==> src/rtl/sop_stage_pkg.sv <==
// Shared types for the SOP edge-capture slice: filter FSM states and the
// timestamped event record carried through the event FIFO.
package sop_stage_pkg;

  // Widest timestamp an event can carry; narrower counters are zero-extended.
  localparam int SOP_TS_W = 16;

  typedef enum logic [1:0] {
    STABLE_LO = 2'd0,
    PEND_HI   = 2'd1,
    STABLE_HI = 2'd2,
    PEND_LO   = 2'd3
  } filt_state_t;

  typedef struct packed {
    logic                dir;
    logic [SOP_TS_W-1:0] ts;
  } sop_evt_t;

  // Build an event record from a direction bit and a timestamp.
  function automatic sop_evt_t make_evt(input logic dir, input logic [SOP_TS_W-1:0] ts);
    sop_evt_t v_evt;
    v_evt.dir = dir;
    v_evt.ts  = ts;
    return v_evt;
  endfunction

endpackage

==> src/rtl/sop_evt_fifo.sv <==
// Event FIFO with a registered head. An entry becomes visible on the head one
// cycle after it is written. A push while full is taken only when the head is
// popped in the same cycle; otherwise it is dropped and flagged on o-side drop.
module sop_evt_fifo
  import sop_stage_pkg::*;
#(
  parameter int DEPTH = 4
) (
  input  logic     clk,
  input  logic     rst_n,
  input  logic     flush,
  input  logic     push,
  input  sop_evt_t push_data,
  input  logic     pop_ready,
  output logic     head_valid,
  output sop_evt_t head,
  output logic     drop
);

  localparam int AW = $clog2(DEPTH);

  logic [AW:0] r_wr_ptr;
  logic [AW:0] r_rd_ptr;
  sop_evt_t    r_mem [DEPTH];
  logic        r_head_valid;
  sop_evt_t    r_head;

  logic [AW:0] w_wr_ptr_nxt;
  logic [AW:0] w_rd_ptr_nxt;
  logic        w_full;
  logic        w_pop;
  logic        w_push_acc;
  logic        w_drop;
  logic        w_head_avail;

  // Derive full, pop/push acceptance and next pointers.
  always_comb begin
    w_full       = (r_wr_ptr[AW] != r_rd_ptr[AW]) &&
                   (r_wr_ptr[AW-1:0] == r_rd_ptr[AW-1:0]);
    w_pop        = r_head_valid && pop_ready && !flush;
    w_push_acc   = push && !flush && (!w_full || w_pop);
    w_drop       = push && !flush && w_full && !w_pop;
    w_wr_ptr_nxt = r_wr_ptr + {{AW{1'b0}}, w_push_acc};
    w_rd_ptr_nxt = r_rd_ptr + {{AW{1'b0}}, w_pop};
    // Only entries already stored before this edge may reach the head.
    w_head_avail = (r_wr_ptr != w_rd_ptr_nxt);
  end

  // Read/write pointers, cleared by flush.
  always_ff @(posedge clk or negedge rst_n) begin
    if (!rst_n) begin
      r_wr_ptr <= '0;
      r_rd_ptr <= '0;
    end else if (flush) begin
      r_wr_ptr <= '0;
      r_rd_ptr <= '0;
    end else begin
      r_wr_ptr <= w_wr_ptr_nxt;
      r_rd_ptr <= w_rd_ptr_nxt;
    end
  end

  // Storage array write port.
  always_ff @(posedge clk or negedge rst_n) begin
    if (!rst_n) begin
      for (int i = 0; i < DEPTH; i++) begin
        r_mem[i] <= '0;
      end
    end else if (w_push_acc) begin
      r_mem[r_wr_ptr[AW-1:0]] <= push_data;
    end
  end

  // Registered head: reload from the slot the read pointer will point at.
  always_ff @(posedge clk or negedge rst_n) begin
    if (!rst_n) begin
      r_head_valid <= 1'b0;
      r_head       <= '0;
    end else if (flush) begin
      r_head_valid <= 1'b0;
      r_head       <= r_head;
    end else begin
      r_head_valid <= w_head_avail;
      if (w_head_avail) begin
        r_head <= r_mem[w_rd_ptr_nxt[AW-1:0]];
      end else begin
        r_head <= r_head;
      end
    end
  end

  assign head_valid = r_head_valid;
  assign head       = r_head;
  assign drop       = w_drop;

endmodule

==> src/rtl/sop_edge_capture.sv <==
// Captures the SOP stage output: two-flop synchroniser, stability filter,
// saturating rise counter, free-running timestamp and an event FIFO of
// timestamped edges with a sticky overflow flag.
module sop_edge_capture
  import sop_stage_pkg::*;
#(
  parameter int FILT_LEN   = 4,
  parameter int CNT_W      = 8,
  parameter int TS_W       = 16,
  parameter int FIFO_DEPTH = 4
) (
  input  logic             clk,
  input  logic             rst_n,
  input  logic             y_in,
  input  logic             clr,
  output logic             y_filt,
  output logic [CNT_W-1:0] rise_cnt,
  output logic             evt_valid,
  input  logic             evt_ready,
  output logic             evt_dir,
  output logic [TS_W-1:0]  evt_ts,
  output logic             overflow
);

  localparam logic [3:0]       FILT_LEN_C = 4'(FILT_LEN);
  localparam logic [TS_W-1:0]  TS_ONE     = TS_W'(1);
  localparam logic [CNT_W-1:0] CNT_ONE    = CNT_W'(1);

  logic             r_s1;
  logic             r_y_s;
  filt_state_t      r_state;
  logic [3:0]       r_fcnt;
  logic             r_y_filt;
  logic [TS_W-1:0]  r_ts;
  logic [CNT_W-1:0] r_rise_cnt;
  logic             r_overflow;

  logic             w_rise;
  logic             w_fall;
  logic [3:0]       w_fcnt_inc;
  logic [TS_W-1:0]  w_ts_nxt;
  logic             w_push;
  sop_evt_t         w_push_evt;
  logic             w_head_valid;
  sop_evt_t         w_head;
  logic             w_drop;
  logic             w_unused_ts;

  // Plain two-flop synchroniser for the asynchronous SOP output.
  always_ff @(posedge clk or negedge rst_n) begin
    if (!rst_n) begin
      r_s1  <= 1'b0;
      r_y_s <= 1'b0;
    end else begin
      r_s1  <= y_in;
      r_y_s <= r_s1;
    end
  end

  // Decide whether the filter toggles on this edge (FILT_LEN = 1 skips PEND).
  always_comb begin
    w_rise     = 1'b0;
    w_fall     = 1'b0;
    w_fcnt_inc = r_fcnt + 4'd1;
    case (r_state)
      STABLE_LO: w_rise = r_y_s && (FILT_LEN_C == 4'd1);
      PEND_HI:   w_rise = r_y_s && (w_fcnt_inc == FILT_LEN_C);
      STABLE_HI: w_fall = !r_y_s && (FILT_LEN_C == 4'd1);
      PEND_LO:   w_fall = !r_y_s && (w_fcnt_inc == FILT_LEN_C);
      default: begin
        w_rise = 1'b0;
        w_fall = 1'b0;
      end
    endcase
  end

  // Stability filter FSM; clr deliberately leaves it alone.
  always_ff @(posedge clk or negedge rst_n) begin
    if (!rst_n) begin
      r_state  <= STABLE_LO;
      r_fcnt   <= 4'd0;
      r_y_filt <= 1'b0;
    end else begin
      case (r_state)
        STABLE_LO: begin
          if (w_rise) begin
            r_state  <= STABLE_HI;
            r_y_filt <= 1'b1;
            r_fcnt   <= 4'd0;
          end else if (r_y_s) begin
            r_state <= PEND_HI;
            r_fcnt  <= 4'd1;
          end else begin
            r_fcnt <= 4'd0;
          end
        end
        PEND_HI: begin
          if (w_rise) begin
            r_state  <= STABLE_HI;
            r_y_filt <= 1'b1;
            r_fcnt   <= 4'd0;
          end else if (r_y_s) begin
            r_fcnt <= w_fcnt_inc;
          end else begin
            r_state <= STABLE_LO;
            r_fcnt  <= 4'd0;
          end
        end
        STABLE_HI: begin
          if (w_fall) begin
            r_state  <= STABLE_LO;
            r_y_filt <= 1'b0;
            r_fcnt   <= 4'd0;
          end else if (!r_y_s) begin
            r_state <= PEND_LO;
            r_fcnt  <= 4'd1;
          end else begin
            r_fcnt <= 4'd0;
          end
        end
        PEND_LO: begin
          if (w_fall) begin
            r_state  <= STABLE_LO;
            r_y_filt <= 1'b0;
            r_fcnt   <= 4'd0;
          end else if (!r_y_s) begin
            r_fcnt <= w_fcnt_inc;
          end else begin
            r_state <= STABLE_HI;
            r_fcnt  <= 4'd0;
          end
        end
        default: begin
          r_state  <= STABLE_LO;
          r_y_filt <= 1'b0;
          r_fcnt   <= 4'd0;
        end
      endcase
    end
  end

  // Free-running timestamp, wraps naturally and ignores clr.
  always_ff @(posedge clk or negedge rst_n) begin
    if (!rst_n) begin
      r_ts <= '0;
    end else begin
      r_ts <= w_ts_nxt;
    end
  end

  // Event is stamped with the timestamp of the cycle in which y_filt changes.
  always_comb begin
    w_ts_nxt   = r_ts + TS_ONE;
    w_push     = (w_rise || w_fall) && !clr;
    w_push_evt = make_evt(w_rise, SOP_TS_W'(w_ts_nxt));
  end

  // Saturating count of filtered rising edges; clr wins over an increment.
  always_ff @(posedge clk or negedge rst_n) begin
    if (!rst_n) begin
      r_rise_cnt <= '0;
    end else if (clr) begin
      r_rise_cnt <= '0;
    end else if (w_rise && (r_rise_cnt != {CNT_W{1'b1}})) begin
      r_rise_cnt <= r_rise_cnt + CNT_ONE;
    end else begin
      r_rise_cnt <= r_rise_cnt;
    end
  end

  // Sticky overflow, set when the FIFO refuses an event.
  always_ff @(posedge clk or negedge rst_n) begin
    if (!rst_n) begin
      r_overflow <= 1'b0;
    end else if (clr) begin
      r_overflow <= 1'b0;
    end else if (w_drop) begin
      r_overflow <= 1'b1;
    end else begin
      r_overflow <= r_overflow;
    end
  end

  sop_evt_fifo #(
    .DEPTH (FIFO_DEPTH)
  ) u_evt_fifo (
    .clk        (clk),
    .rst_n      (rst_n),
    .flush      (clr),
    .push       (w_push),
    .push_data  (w_push_evt),
    .pop_ready  (evt_ready),
    .head_valid (w_head_valid),
    .head       (w_head),
    .drop       (w_drop)
  );

  // Timestamp bits above TS_W are always zero.
  assign w_unused_ts = ^(w_head.ts >> TS_W);

  assign y_filt    = r_y_filt;
  assign rise_cnt  = r_rise_cnt;
  assign evt_valid = w_head_valid;
  assign evt_dir   = w_head.dir;
  assign evt_ts    = w_head.ts[TS_W-1:0];
  assign overflow  = r_overflow;

endmodule

==> config.mk <==
export PLATFORM = sky130hd
export DESIGN_NAME = sop_edge_capture
export DESIGN_NICKNAME = d
export VERILOG_FILES = /design/src/rtl/sop_stage_pkg.sv /design/src/rtl/sop_evt_fifo.sv /design/src/rtl/sop_edge_capture.sv
export SDC_FILE = /design/constraint.sdc
export NUM_CORES = 1
export LEC_CHECK = 0
export BUFFER_PORTS_ARGS = -buffer_cell sky130_fd_sc_hd__clkbuf_2
export CAP_MARGIN = 30
export CELL_PAD_IN_SITES_DETAIL_PLACEMENT = 0
export CELL_PAD_IN_SITES_GLOBAL_PLACEMENT = 2
export CORE_ASPECT_RATIO = 1.5
export CORE_UTILIZATION = 44
export DETAILED_ROUTE_END_ITERATION = 8
export PLACE_DENSITY = 0.84
export SLEW_MARGIN = 25
export SYNTH_ARGS = -nofsm -noshare
export SYNTH_HDL_FRONTEND = slang
export SYNTH_HIERARCHICAL = 1
export SYNTH_SLANG_ARGS = --single-unit
==> constraint.sdc <==
create_clock -name clk -period 3.2 [get_ports clk]
set_input_delay 0.48 -clock clk [delete_from_list [all_inputs] [get_ports clk]]
set_output_delay 0.48 -clock clk [all_outputs]
set_load 0.05 [all_outputs]
==> impl_results.rst <==
.. list-table::
   :header-rows: 1

   * - Metric
     - Value
   * - Final Routed Wirelength
     - 10800 um
   * - Synth top area cells
     - dfrtp_1, mux2_2, mux4_2
   * - Total die area
     - 13100 um^2
   * - Cts-stage hold buffer count
     - 0
   * - Placed Instances
     - 554
   * - Fraction of registers with async set or reset after synthesis
     - 1.00
   * - Floorplan die height
     - 140 um
   * - Final sum of negative setup slack
     - 0 ns
   * - Number of iterations in the first detailed-routing pass
     - 4
   * - Global-route congestion overflow total
     - 0
   * - Bufs on Longest Clock Path
     - 2
   * - Cell Int Power
     - 3.08 mW
   * - Sequential share of the synthesized area
     - 0.568
   * - Critical path data arrival time
     - roughly 2.6 ns
   * - Number of hold-slack violations in the final timing report
     - 0
   * - Clock insertion delay at the later pin of the skew report
     - 0.41 ns
   * - Area delta synth->final
     - 17.9%
   * - Resize count post-CTS
     - 0
   * - Worst setup path category
     - reg2reg
   * - EDFF count, synth
     - 0
   * - CP Launch Type
     - flip-flop
   * - Data required time at the worst endpoint
     - 3.49 ns
   * - Count of distinct cell types in the synthesized netlist
     - 43
   * - Relative contribution of combinational cells to total power
     - 0.057
   * - Unrepaired setup endpoints after global routing
     - false
   * - Max rail drop VDD
     - 0.000269 V
   * - Sequential share of power
     - 0.430
   * - Mean cell area of the mapped netlist
     - 15.0 um^2
   * - # DRC
     - 0
   * - Layout Utilization
     - 0.539
   * - Flip-flop and latch count after synthesis
     - 126
   * - Worst clock skew on the final layout
     - 0.00574 ns
   * - Total via count in the routed design
     - 3165
   * - Maximum single-stage delay on the critical path
     - 0.37 ns
   * - Average via count per standard cell
     - 5.41
   * - Part of the cycle the worst path needs
     - 0.713
   * - Number of diodes added for antenna fixing
     - 0
   * - Initial antenna violation count
     - 0
   * - Fraction of layout cells with a size suffix above 1
     - 0.440
   * - Synth area leader
     - dfrtp_1
   * - Post-layout total power
     - between 3 and 4 mW
   * - Leakage Power
     - 3.18 nW
   * - Number of buffers inserted during clock tree synthesis
     - 17
   * - Worst-case hold slack
     - 0.0947 ns
   * - Number of buffers added for setup after CTS
     - 0
   * - Width of the die
     - 93.7 um
   * - NumNets Final
     - 432
   * - First DRT Iteration DRCs
     - between 100 and 150
   * - Least-Margin Pin Slew
     - 0.656 ns
   * - Kind of end point of the critical path
     - flip-flop
   * - Post-route worst setup slack
     - 0.919 ns
   * - Hold WC Path Type
     - in2async
   * - Initial Util
     - 0.457
   * - Wirelength per Cell
     - ~18 um
   * - Setup slack after placement
     - around 0.73 ns
   * - Synthesized netlist net count
     - between 300 and 400
   * - CTS tree
     - yes
   * - Final design area excluding fillers
     - 6540 um^2
   * - Fraction of synthesized cell area taken by the top area cell type
     - 0.568
   * - Finished Layout Cells
     - 585
   * - Setup violation total in the final timing report
     - 0
   * - CORE AREA
     - 12100 um^2
   * - Placed wire-length estimate
     - 6830 um
   * - Shortest period the worst path allows
     - between 2 and 2.5 ns
   * - Largest net degree at the start of global routing
     - 54
   * - Headroom to the max-slew limit
     - 0.563
   * - Post-detailed-route count of antenna-violating nets
     - 0
   * - Clock group share of total power
     - 0.514
   * - First-pass GRT wire length
     - 18000 um
   * - Pwr/cell area
     - ~600 nW/um^2
   * - Number of global-route vias before repair
     - 3457
   * - Net Sw Power
     - 0.849 mW
   * - Cell area after technology mapping
     - 5550 um^2
   * - Routability Congestion
     - 0.729
   * - Critical-path cell with the highest stage delay
     - dfrtp_1
   * - Number of port buffers
     - 32
   * - Number of violations of the max-capacitance limit
     - 0
   * - Placed inst area
     - approximately 5900 um^2
   * - Clock sink total
     - 126
   * - Sw frac
     - 0.216
   * - Std-Cell Rows
     - 49
   * - Series of cell instances along the critical path
     - nand2_1, nor2_1, ha_1, ha_1, buf_4, xnor2_1, a31oi_2, buf_4, mux2_2
   * - Maximum frequency from static timing analysis
     - 0.438 GHz
   * - Root buffer cell
     - clkbuf_16
   * - GRT Total Usage
     - 0.186
   * - Clock-pin slew reported for the worst setup and hold paths after clock tree synthesis
     - about 0.060 ns
   * - Run status
     - completed
   * - Slew Viols, Final
     - 0
   * - Number of instances in the synthesized netlist
     - 370
   * - Worst Path Max Fanout
     - 9
   * - Ys flop type
     - dfrtp_1
   * - Number of warnings issued by yosys
     - 6
   * - CTS H-tree lvls
     - 4
   * - I/O pins
     - 33
==> cells in the final DEF (no fill, tap or decap), types with 6 or more instances in the layout <==
master / count
nor2_1: 15
mux4_2: 17
clkbuf_2: 31
mux2_2: 76
nand3_1: 10
a21oi_1: 7
clkbuf_16: 17
dfrtp_1: 126
xor2_1: 9
nand4_1: 6
xnor2_1: 15
buf_4: 11
nand2_1: 11
mux2_4: 10
ha_1: 7
==> cell families after synthesis <==
| family | synth area share |
|---|---|
| flops | 0.568 |
| mux | 0.252 |
| simple gates | 0.0789 |
| xor+xnor | 0.0408 |
| buf+inv | 0.0212 |
| compound gates | 0.0232 |
| fa+ha+maj | 0.0158 |
==> registers in the layout, summed over array words and instances, names as in the netlist, 2 cells and up <==
register,cells
r_ts,16
r_fcnt,4
u_evt_fifo/r_rd_ptr,3
r_state,2
u_evt_fifo/r_mem,68
rise_cnt,8
u_evt_fifo/head,17
u_evt_fifo/r_wr_ptr,3
==> critical path, delay by kind of cell, from the launching register on <==
kind                     cells  cell delay [ns]
multiplexers                 1             0.36
XOR/XNOR                     1             0.14
adder cells (fa/ha/maj)      2             0.45
AO/OA/AOI/OAI                1             0.21
buffers and inverters        2             0.42
AND/OR/NAND/NOR              2             0.19
flip-flops                   1             0.37
==> metal layers <==
layer | vias up | track usage | wire (um)
met5 | - | 0 | 0
met3 | 20 | 0.0399 | 329
met2 | 49 | 0.317 | 5730
met4 | 0 | 0.0842 | 244
li1 | 1450 | - | -
met1 | 1646 | 0.222 | 4490
==> cells in the mapped netlist (2+ instances only) <==
| cell type | n |
|---|---|
| nor2_1 | 15 |
| nand4b_2 | 2 |
| nand2_1 | 11 |
| or4_1 | 2 |
| mux2_4 | 10 |
| buf_4 | 5 |
| nand3_1 | 10 |
| o21ai_0 | 4 |
| nor2b_1 | 5 |
| buf_6 | 2 |
| or3_1 | 2 |
| a21oi_1 | 7 |
| inv_1 | 5 |
| ha_1 | 7 |
| mux2_2 | 76 |
| mux4_2 | 17 |
| and3_1 | 4 |
| xnor2_1 | 15 |
| dfrtp_1 | 126 |
| nor3_1 | 3 |
| nand4_1 | 6 |
| xor2_1 | 9 |
| buf_2 | 4 |
| o31ai_1 | 2 |
| nand2b_1 | 3 |
==> path summary, 6_finish.rpt <==
path | from | end | slack, ns | depth (start not counted)
max | u_evt_fifo/head_valid | u_evt_fifo/head[3] | 0.92 | 9
min in group clk | y_in | r_s1 | 0.18 | 1
min reg2reg | r_s1 | r_y_s | 0.36 | 0
min | rst_n | u_evt_fifo/head[3] | 0.09 | 1
max reg2reg | u_evt_fifo/head_valid | u_evt_fifo/head[3] | 0.92 | 9
max in group asynchronous | rst_n | u_evt_fifo/r_mem[67] | 2.27 | 2
==> power by group through the flow <==
stage | registers [mW] | logic (mW) | clock network, mW
final | 1.69 | 0.222 | 2.02
after floorplan | 1.73 | 0.131 | 0
after global routing | 1.69 | 0.248 | 2.13
after detailed placement | 1.72 | 0.228 | 0
after CTS | 1.69 | 0.229 | 2.07
after global placement | 1.71 | 0.224 | 0
==> cell type report <==
| type | count | area (um^2) |
|---|---|---|
| clock buffer | 20 | 457 |
| clock inverter | 11 | 164 |
| fill | 1030 | 5600 |
| inverter | 5 | 18.8 |
| multi-input combinational | 226 | 2280 |
| sequential | 126 | 3150 |
| tap | 153 | 191 |
| timing repair buffer | 44 | 278 |
(Power assumes the default switching activity.)
